**src/rtl/cache_arb_pkg.sv**
```systemverilog
// -----------------------------------------------------------------------------
// cache_arb_pkg
//   Shared types and constants for the two-port cache request arbiter.
//   arb_state_t : FSM states of the arbiter.
//   arb_port_t  : requesting port identifiers (I = fetch, D = load/store).
//   WAIT_MAX    : saturation value of the busy-cycle counter.
// -----------------------------------------------------------------------------
package cache_arb_pkg;

  typedef enum logic {
    ARB_IDLE = 1'b0,
    ARB_BUSY = 1'b1
  } arb_state_t;

  typedef enum logic {
    PORT_I = 1'b0,
    PORT_D = 1'b1
  } arb_port_t;

  localparam logic [31:0] WAIT_MAX = 32'hFFFF_FFFF;

endpackage

```
**src/rtl/cache_arb_pick.sv**
```systemverilog
// -----------------------------------------------------------------------------
// cache_arb_pick
//   Combinational winner selection between the I and D ports.
//   Build option: CACHE_ARB_RR_EN
//     defined   -> round-robin; on a conflict the port not named by ptr wins.
//     undefined -> fixed priority, D over I; ptr is ignored.
// Ports:
//   i_req, d_req : masked request levels
//   ptr          : last-granted port (round-robin history)
//   valid        : at least one request is pending
//   winner       : port to grant when valid
// -----------------------------------------------------------------------------
module cache_arb_pick
  import cache_arb_pkg::*;
(
  input  logic      i_req,
  input  logic      d_req,
  input  arb_port_t ptr,
  output logic      valid,
  output arb_port_t winner
);

  assign valid = i_req | d_req;

`ifdef CACHE_ARB_RR_EN
  always_comb begin
    winner = PORT_I;
    if (i_req && d_req) begin
      winner = (ptr == PORT_D) ? PORT_I : PORT_D;
    end else if (d_req) begin
      winner = PORT_D;
    end
  end
`else
  // History is irrelevant under fixed priority.
  logic unused_ptr;
  assign unused_ptr = ptr;

  assign winner = d_req ? PORT_D : PORT_I;
`endif

endmodule

```
**src/rtl/cache_arbiter.sv**
```systemverilog
// -----------------------------------------------------------------------------
// cache_arbiter
//   Two-port front end for the shared cache. Grants one of the instruction
//   fetch (I) or load/store (D) requests, presents it to the cache from
//   latched registers until c_hit, then returns read data and a one-cycle
//   done pulse to the owning port.
//   Build option: CACHE_ARB_RR_EN selects round-robin instead of D-priority
//   (handled entirely inside cache_arb_pick).
// Ports:
//   clk, reset_n                 : clock, async active-low reset
//   en                           : global enable; freezes all state when 0
//   i_req/i_addr/i_rdata/i_done  : instruction port (read only)
//   d_req/d_write/d_addr/d_wdata : data port request
//   d_rdata/d_done               : data port response
//   c_ready/c_write_en/c_addr/c_data : request side of the cache
//   c_hit/c_out                  : cache completion and read data
//   busy, owner                  : transaction outstanding / granted port
//   wait_cycles                  : saturating count of cycles spent busy
// -----------------------------------------------------------------------------
module cache_arbiter
  import cache_arb_pkg::*;
(
  input  logic        clk,
  input  logic        reset_n,
  input  logic        en,
  input  logic        i_req,
  input  logic [31:0] i_addr,
  output logic [31:0] i_rdata,
  output logic        i_done,
  input  logic        d_req,
  input  logic        d_write,
  input  logic [31:0] d_addr,
  input  logic [31:0] d_wdata,
  output logic [31:0] d_rdata,
  output logic        d_done,
  output logic        c_ready,
  output logic        c_write_en,
  output logic [31:0] c_addr,
  output logic [31:0] c_data,
  input  logic        c_hit,
  input  logic [31:0] c_out,
  output logic        busy,
  output logic        owner,
  output logic [31:0] wait_cycles
);

  arb_state_t  state_q, state_d;
  arb_port_t   owner_q;
  arb_port_t   pick_winner;
  logic        pick_valid;
  logic        grant, complete;
  logic        i_done_q, d_done_q;
  logic        lat_write;
  logic [31:0] lat_addr, lat_data;

  // The done register doubles as the one-cycle request mask: a port still
  // showing req in its done cycle is a stale request and must not win.
  cache_arb_pick u_pick (
    .i_req  (i_req & ~i_done_q),
    .d_req  (d_req & ~d_done_q),
    .ptr    (owner_q),           // owner is exactly the last-granted port
    .valid  (pick_valid),
    .winner (pick_winner)
  );

  always_comb begin
    // NOTE: every output of this block gets a default first so that no path
    // leaves it unassigned, which would otherwise infer a latch.
    state_d  = state_q;
    grant    = 1'b0;
    complete = 1'b0;
    unique case (state_q)
      ARB_IDLE: begin
        if (pick_valid) begin
          state_d = ARB_BUSY;
          grant   = 1'b1;
        end
      end
      ARB_BUSY: begin
        if (c_hit) begin
          state_d  = ARB_IDLE;
          complete = 1'b1;
        end
      end
      default: state_d = ARB_IDLE;
    endcase
  end

  always_ff @(posedge clk or negedge reset_n) begin
    if (!reset_n) begin
      state_q     <= ARB_IDLE;
      owner_q     <= PORT_I;
      i_done_q    <= 1'b0;
      d_done_q    <= 1'b0;
      lat_write   <= 1'b0;
      lat_addr    <= '0;
      lat_data    <= '0;
      i_rdata     <= '0;
      d_rdata     <= '0;
      wait_cycles <= '0;
    end else if (en) begin
      // NOTE: state is updated with non-blocking assignments so every
      // register samples pre-edge values regardless of statement order.
      state_q  <= state_d;
      i_done_q <= complete && (owner_q == PORT_I);
      d_done_q <= complete && (owner_q == PORT_D);

      if (grant) begin
        owner_q   <= pick_winner;
        lat_write <= (pick_winner == PORT_D) && d_write;
        lat_addr  <= (pick_winner == PORT_D) ? d_addr : i_addr;
        lat_data  <= (pick_winner == PORT_D) ? d_wdata : '0;
      end

      if (state_q == ARB_BUSY && wait_cycles != WAIT_MAX) begin
        wait_cycles <= wait_cycles + 32'd1;
      end

      if (complete && !lat_write) begin
        if (owner_q == PORT_I) i_rdata <= c_out;
        else                   d_rdata <= c_out;
      end
    end
  end

  // c_ready stays up while frozen by en=0 so the cache keeps its request.
  assign c_ready    = (state_q == ARB_BUSY);
  assign c_write_en = c_ready & lat_write;
  assign c_addr     = lat_addr;
  assign c_data     = lat_data;
  assign busy       = c_ready;
  assign owner      = owner_q;
  assign i_done     = i_done_q & en;
  assign d_done     = d_done_q & en;

endmodule

```
**config.mk**
```make
export PLATFORM = sky130hd
export DESIGN_NAME = cache_arbiter
export DESIGN_NICKNAME = d
export VERILOG_FILES = /design/src/rtl/cache_arb_pkg.sv /design/src/rtl/cache_arb_pick.sv /design/src/rtl/cache_arbiter.sv
export SDC_FILE = /design/constraint.sdc
export NUM_CORES = 1
export LEC_CHECK = 0
export CAP_MARGIN = 5
export CORE_MARGIN = 2
export CORE_UTILIZATION = 38
export CTS_CLUSTER_DIAMETER = 100
export CTS_CLUSTER_SIZE = 30
export DETAILED_ROUTE_END_ITERATION = 7
export MAX_ROUTING_LAYER = met4
export PLACE_DENSITY = 0.84
export SLEW_MARGIN = 30
export SYNTH_ARGS = -nofsm -noshare
export SYNTH_HDL_FRONTEND = slang
export SYNTH_SLANG_ARGS = --single-unit
```
**constraint.sdc**
```tcl
create_clock -name clk -period 2.2 [get_ports clk]
set_input_delay 0.44 -clock clk [delete_from_list [all_inputs] [get_ports clk]]
set_output_delay 0.44 -clock clk [all_outputs]
set_load 0.01 [all_outputs]
```
# After elaboration in Yosys (flattened, before gate mapping)
# Cells that the tools add are included.
dict set report op_classes {
  n_addsub 1
  n_reduce_logical 10
  eq_ne 1
  bitwise 10
  mux 9
}
# operator count
set ops {}
lappend ops {{two-way mux 32 bit} 2}
lappend ops {{adder 32 x 1 -> 32 bit (second input constant)} 1}
lappend ops {{inequality test 32 bit (second input constant)} 1}
lappend ops {{two-way mux 1 bit} 6}
lappend ops {{AND reduction 3 bit} 2}
lappend ops {{AND 1 bit} 5}
lappend ops {{logical AND 1 bit} 5}
lappend ops {{NOT 1 bit} 4}
lappend ops {{AND reduction 2 bit} 2}
lappend ops {{one-hot mux 1 bit (2 select lines)} 1}
lappend ops {{zero test 1 bit} 1}
lappend ops {{bitwise OR 1 bit} 1}
dict set report totals {
  word_cells 41
  in_bits 135
  reg_bits 165
  out_inout_bits 166
}

# Longest topological paths before layout
dict set report logic_depth {
  word_depth 6
  depth_mapped 8
  mapped_depth_nobuf 6
}

# Cells and area by module
# From an unflattened synthesis, not the netlist that was laid out.
dict set report unflattened {
  hier_cells 605
  hier_area_um2 6950.4
}
# module cells_per_inst seq_area_each_um2 instances area_per_inst_um2
set by_module_without_submodules {}
lappend by_module_without_submodules {cache_arbiter 603 4129.0 1 6936.7}
lappend by_module_without_submodules {cache_arb_pick 2 0.0 1 13.8}

# Worst setup path after synthesis
# OpenSTA, ideal clock, no wires.
dict set report synth_path {
  path_type {reg2reg}
  startpoint {reg wait_cycles[0]}
  endpoint {reg wait_cycles[28]}
  stages_incl_launch_ff 8
  required_ns 2.073
  arrival_ns 2.346
  path_buffers 1
  synth_period_minus_slack_ns 2.473
  setup_ns 0.127
  setup_slack_ns -0.273
  cell_sequence {dfrtp_1 -> ha_1 -> nand3_1 -> or4_1 -> buf_2 -> or4_4 -> or3_4 -> xnor2_2}
}
dict set report synth_between {
  elab_chain_len 3
  elab_cells_between_ends 4
  cone_classes {1 x add/sub; 1 x eq/ne; 2 x reduce/logical}
}
# item line_no
set synth_rtl {}
lappend synth_rtl {{start: declaration} cache_arbiter.sv:44} ;# output logic [31:0] wait_cycles
lappend synth_rtl {{start signal: assignment} cache_arbiter.sv:116} ;# wait_cycles <= wait_cycles + 32'd1;
lappend synth_rtl {{branches (longest 3 deep; another with adder 32 x 1 -> 32 bit)} n/a}
# Several ways; the timed one is not identified.
# A chain may end at the register's enable or synchronous reset.

# Worst setup path in the final report
dict set report layout_path {
  startpoint {reg wait_cycles[1]}
  endpoint {reg wait_cycles[28]}
}
# Same word-level chain as after synthesis.

==> metrics.md <==
| Metric | Value |
|---|---|
| Initial antenna violation count | `0` |
| Die Ht | `138 microns` |
| Power share of the clock group | `22.1%` |
| Power, Total | `0.0129 W` |
| Worst skew pair latency | `0.42 ns` |
| Tmin final | `2.13 ns` |
| Seq/Total Area, Yosys | `60.4%` |
| Global route total overflow | `0` |
| Max IR drop VDD | `0.743 mV` |
| Hold/Removal Path Class | `in2async` |
| Top cell by count, worst path | `or4_4` |
| Worst R2R Path Depth | `6` |
| Reg2Reg Setup Slack | `just over 0.07 ns` |
| Mean post-synth cell area | `11.7 sq um` |
| CTS tree | `built` |
| Worst reg2reg path startpoint | `wait_cycles[1]$_DFFE_PN0P_` |
| Gr usage total | `between 20% and 30%` |
| # DRC | `0` |
| Core area | `17800 sq um` |
| DRT Wirelength | `19.3 mm` |
| CP bufs+invs | `0` |
| Final Setup Violations | `0` |
| CP max FO | `3` |
| Post-route ant nets | `0` |
| Period Utilization, post-route | `between 90% and 100%` |
| FF-to-FF End | `wait_cycles[28]$_DFFE_PN0P_` |
| Syn nets | `719` |
| Vias | `5709` |
| Yosys cell types | `37` |
| HPWL after detailed placement | `14.4 mm` |
| Routed WL per cell | `16.4 microns` |
| RePlAce Congestion | `0.794` |
| Crit path max-delay family | `simple AND/OR/NAND/NOR gates` |
| Warnings from Yosys | `0` |
| Initial DRC count | `158` |
| Post-route non-filler standard cell count | `around 1200` |
| Layout cell share with drive strength beyond 1 | `between 10% and 20%` |
| Largest net degree at the start of global routing | `65` |
| Psw | `0.00409 W` |
| Post-Syn Instances | `583` |
| Fin. Hold Viols | `0` |
| Final-layout fill cell count | `1384` |
| Pre-CTS setup slack | `-0.135 ns` |
| Mapped Area | `6830 sq um` |
| Inserted Clock Buffers | `17` |
| Worst path cell trace | `ha_4, nand3_2, or4_4, or4_4, or3_4, xnor2_2` |
| Clock Tree Root | `clkbuf_16` |
| Max Cap Viol | `0` |
| Port Buffers | `300` |
| Pwr/cell area | `1160 nW/um^2` |
| CP startpoint | `wait_cycles[1]$_DFFE_PN0P_` |
| Die span in x | `138 microns` |
| First-pass GRT wire length | `~31 mm` |
| Vias in the first global route | `~6000` |
| PnR worst setup slack | `slightly above 0.07 ns` |
| Comb pwr share | `40.1%` |
| Vias per cell | `4.87` |
| Sequential cell area | `4130 sq um` |
| Synth Register Bits | `165` |
| Slew HR | `roughly 70%` |
| CP arrival | `2.44 ns` |
| Rows | `slightly below 50` |
| Setup TNS | `0 ns` |
| Area of the multi-input gates | `2630 sq um` |
| Worst slew pin tran | `0.424 ns` |
| Switch share | `31.6%` |
| CP Class | `reg2reg` |
| Pint | `0.00883 W` |
| # diodes | `0` |
| Area Overhead vs Synth | `63.3%` |
| Layout Nets | `1067` |
| Reg power frac | `37.7%` |
| H-tree Lvls | `4` |
| Max Root-Sink Buffers | `2` |
| Critical Path End Type | `register` |
| Leak pwr | `around 5 nW` |
| Crit path launch type | `register` |
| Status | `finished clean` |
| Drt pass-1 iters | `4` |
| Crit path largest cell delay | `between 0.4 and 0.5 ns` |
| CP required | `around 2.5 ns` |
| Sink Count | `between 150 and 200` |
| I/O pin count | `301` |
| Inst Count DP | `approximately 1100` |
| End-of-flow core utilization | `62.8%` |
| Die area | `19100 sq um` |
| Starting density of the core | `38.4%` |
| CTS clk-pin slew, worst paths | `0.07 ns` |
| Worst Skew | `0.00668 ns` |
| Slowest-stage cell, CP | `or4_4` |
| Max Slew Vio Count | `0` |
| Fmax | `approximately 470 MHz` |
## synthesized netlist by cell type
cell type | n | share of area [%]
a21oi_1 | 1 | 0.073
and2_1 | 6 | 0.55
and3_1 | 5 | 0.46
and3_2 | 1 | 0.11
and4_1 | 1 | 0.13
and4b_1 | 1 | 0.15
buf_1 | 3 | 0.16
buf_2 | 1 | 0.073
buf_4 | 1 | 0.11
clkbuf_1 | 26 | 1.4
dfrtp_1 | 165 | 60
ha_1 | 1 | 0.18
inv_1 | 2 | 0.11
mux2_2 | 65 | 11
mux2i_1 | 32 | 4.7
nand2_1 | 115 | 6.3
nand2b_1 | 1 | 0.092
nand3_1 | 9 | 0.66
nand4_1 | 16 | 1.5
nor2_1 | 6 | 0.33
nor2b_1 | 1 | 0.092
nor3_1 | 9 | 0.66
nor3_2 | 1 | 0.15
nor4_1 | 4 | 0.37
nor4b_1 | 1 | 0.13
o21ai_0 | 67 | 4.9
o22ai_1 | 2 | 0.18
o31a_2 | 1 | 0.15
or3_2 | 1 | 0.11
or3_4 | 1 | 0.16
or3b_2 | 1 | 0.13
or4_1 | 3 | 0.33
or4_4 | 1 | 0.16
or4b_2 | 1 | 0.15
xnor2_1 | 15 | 1.9
xnor2_2 | 1 | 0.24
xor2_1 | 15 | 1.9
## sequential cells by signal, indices dropped and copies added, names as in the netlist
| name | flops |
|---|---|
| c_addr | 32 |
| c_data | 32 |
| d_rdata | 32 |
| i_rdata | 32 |
| wait_cycles | 32 |
| busy | 1 |
| d_done_q | 1 |
| i_done_q | 1 |
| lat_write | 1 |
| owner | 1 |
## through the flow
stage / area [sq um] / hold slack (ns)
floorplan: 6840 / 0.144
global placement: 10500 / 0.345
detailed placement: 10500 / 0.350
CTS: 11100 / 0.468
global route: 11200 / 0.487
finish: 11200 / 0.476
## worst max path at each step
stage                     cells past startpoint                           to
final                                         6  wait_cycles[28]$_DFFE_PN0P_
after global routing                          6  wait_cycles[28]$_DFFE_PN0P_
after CTS                                     6  wait_cycles[28]$_DFFE_PN0P_
after detailed placement                      6  wait_cycles[28]$_DFFE_PN0P_
after global placement                        6  wait_cycles[28]$_DFFE_PN0P_
after floorplan                               7  wait_cycles[28]$_DFFE_PN0P_
## power groups by stage
stage / combinational (W) / sequential [W] / clock [W]
6_report: 0.00518 / 0.00488 / 0.00286
5_1_grt: 0.00555 / 0.00505 / 0.00307
4_1_cts: 0.00523 / 0.00488 / 0.00293
3_5_place_dp: 0.00521 / 0.00492 / 0
3_3_place_gp: 0.00508 / 0.00486 / 0
2_1_floorplan: 0.00133 / 0.00543 / 0
## timing repair
item                       in CTS  in global routing
setup endpoints to repair       0                 12
hold endpoints to repair       26                  0
resized for setup               0                  7
hold buffers                    1                  0
buffers inserted                0                  1
## routing by layer
metal	share of wire, %	track usage [%]	vias up	wire [microns]
li1	-	-	2708	-
met2	50	35.5	231	9720
met4	1.4	5.05	0	264
met3	6.7	6.10	23	1300
met1	41	25.1	2747	8000
met5	0	-	-	0
## layout make-up
type,instances,area share (%)
Multi-Input combinational cell,385,23.6
Inverter,2,0.0673
Sequential cell,165,37.0
Tap cell,229,2.57
Clock buffer,17,3.81
Timing Repair Buffer,360,31.7
Clock inverter,15,1.26
## layout by cell type (no fill, tap or decap), types with 4 or more instances in the layout
master and n:
buf_4 53, xnor2_1 15, xor2_1 15, nand4_1 16
o21ai_0 67, and2_1 6, clkinvlp_4 4, and3_1 5
clkdlybuf4s50_1 297, mux2_2 65, nor4_1 4, buf_12 6
clkbuf_16 17, nor3_1 6, nand3_1 8, nand2_1 115
mux2i_1 32, inv_8 4, nor2_1 6, inv_6 4
dfrtp_1 164
## kinds of logic after synthesis
family          after synthesis  share of synthesized area, %
compound gates               71                          5.31
xor+xnor                     31                          4.08
fa+ha+maj                     1                         0.183
buf+inv                      33                          1.89
flops                       165                          60.4
mux                          97                          15.4
simple gates                185                          12.7
(Power assumes the default switching activity.)
==> RTL edit (config.mk and constraints unchanged) <==
Build with the macro `CACHE_ARB_RR_EN` defined.
--- a/src/rtl/cache_arb_pick.sv
+++ b/src/rtl/cache_arb_pick.sv
@@ -11,4 +11,6 @@
 //   winner       : port to grant when valid
 // -----------------------------------------------------------------------------
+`define CACHE_ARB_RR_EN
+
 module cache_arb_pick
   import cache_arb_pkg::*;
Function: changed (a bounded check fails within 10 cycles, from zero or initial values and one cycle with reset_n low).
==> RTL edit against the original RTL <==
Non-clock buffer count fell by 25. Synthesized area rose by 1.0%. Clock skew is 0.0029 ns higher. Worst setup slack improved by 0.077 ns. Design area decreased by 0.77%. Hold slack lost 0.47 ns. Routed wire length decreased by 0.96%. Critical path type is now reg -> out. Fmax grew 3.8%. Total power up 1.9%. Sequential cell count did not move.
==> RTL edit: results (changes against the original RTL) <==
actual transition at the worst max-transition pin -> 0.5993 ns (was 0.4237 ns)
run status -> complete, no violations (unchanged)
layout cell share with drive strength beyond 1 -> 15.01% (was 18.54%)
highest fanout seen on the critical path -> 9 (was 3)
count of different cell masters after synthesis -> 38 (was 37)
most instantiated cells after synthesis -> sky130_fd_sc_hd__dfrtp_1, sky130_fd_sc_hd__nand2_1, sky130_fd_sc_hd__o21ai_0, sky130_fd_sc_hd__mux2_2, sky130_fd_sc_hd__mux2i_1 (unchanged)
average wire per cell in the routed design -> 16.44 um (about the same)
number of DRC markers after the initial detailed-route iteration -> 206 (was 158)
Crit. Startpoint -> busy$_DFFE_PN0P_ (was wait_cycles[1]$_DFFE_PN0P_)
mux contribution to synthesized area -> 15.46% (was 15.40%)
aggregate routed wire length -> 19.10 mm (was 19.29 mm)
DR vias -> 5647 (was 5709)
critical path arrival -> 1.61 ns (was 2.44 ns)
highest attainable clock frequency -> 487.5 MHz (was 469.8 MHz)
Synth Area in Adders -> 0.1813% (was 0.1832%)
dpl cell area -> 10470 um2 (was 10540 um2)
largest stage delay on the critical path -> 0.53 ns (was 0.44 ns)
maximum number of pins on one net before global-route repair -> 61 (was 65)
cells resized by post-CTS repair -> 2 (was 0)
portion of the post-synthesis area used by sequential elements -> 59.83% (was 60.44%)
share of the synthesized netlist area taken by xor and xnor gates -> 3.680% (was 4.084%)
share of the synthesized area in compound gates (AO/OA/AOI/OAI) -> 5.783% (was 5.311%)
GP Congestion -> 0.8135 (was 0.7940)
Synthesized Nets -> 733 (was 719)
post-route clock skew -> 0.009532 ns (was 0.006681 ns)
total track usage -> 20.19% (was 21.05%)
r2r endpoint -> wait_cycles[24]$_DFFE_PN0P_ (was wait_cycles[28]$_DFFE_PN0P_)
worst slack at placement -> -0.09626 ns (was -0.1353 ns)
number of global-route vias before repair -> 5664 (was 6068)
placed cell count -> 1130 (was 1139)
switching power of the nets -> 0.004175 W (was 0.004086 W)
top cells by area in the synthesized netlist -> sky130_fd_sc_hd__dfrtp_1, sky130_fd_sc_hd__mux2_2, sky130_fd_sc_hd__nand2_1, sky130_fd_sc_hd__o21ai_0, sky130_fd_sc_hd__mux2i_1 (unchanged)
standby leakage power -> 4.839 nW (was 4.927 nW)
## RTL edit: how the worst max path moves through the flow
stage | to | slack (ns) | cells past startpoint
final | c_write_en | 0.15 | 2
after detailed placement | i_rdata[8]$_DFFE_PN0P_ | -0.1 | 7
after CTS | c_write_en | 0.12 | 2
after global routing | wait_cycles[24]$_DFFE_PN0P_ | 0.01 | 6
after floorplan | wait_cycles[1]$_DFFE_PN0P_ | 0.15 | 5
after global placement | i_rdata[30]$_DFFE_PN0P_ | -0.02 | 7
## RTL edit: per-stage QoR
step | util [%] | hold WS [ns]
6_report | 61.84 | 0.008802
3_3_place_gp | 58.46 | 0.4600
5_1_grt | 61.84 | 0.03771
3_5_place_dp | 58.46 | 0.4687
4_1_cts | 61.84 | 0.01495
2_1_floorplan | - | 0.1444
## RTL edit: layout make-up
class                           count  area share (%)
Multi-Input combinational cell    396           23.85
Clock buffer                       17           3.843
Inverter                            5          0.1695
Tap cell                          229           2.588
Clock inverter                     15           1.639
Timing Repair Buffer              335           30.62
Sequential cell                   165           37.30
## RTL edit: metal layers
metal | GRT usage [%] | part of all wire, %
met5 | - | 0
met4 | 3.987 | 0.96
met3 | 5.559 | 6.6
met2 | 34.04 | 50
met1 | 24.57 | 42
## RTL edit: worst max-delay path: cells and delay by family, from the launching register on
family / cells / cell delay (ns)
AND/OR/NAND/NOR: 1 / 0.17
flip-flops: 1 / 0.50
buffers and inverters: 1 / 0.53
## RTL edit: power groups by stage
stage               clock network, W  registers [W]  logic (W)
CTS                          0.00309        0.00493    0.00527
floorplan                          0        0.00544    0.00142
finish                       0.00303        0.00493    0.00521
global route                 0.00322        0.00510    0.00555
global placement                   0        0.00492    0.00511
detailed placement                 0        0.00497    0.00525
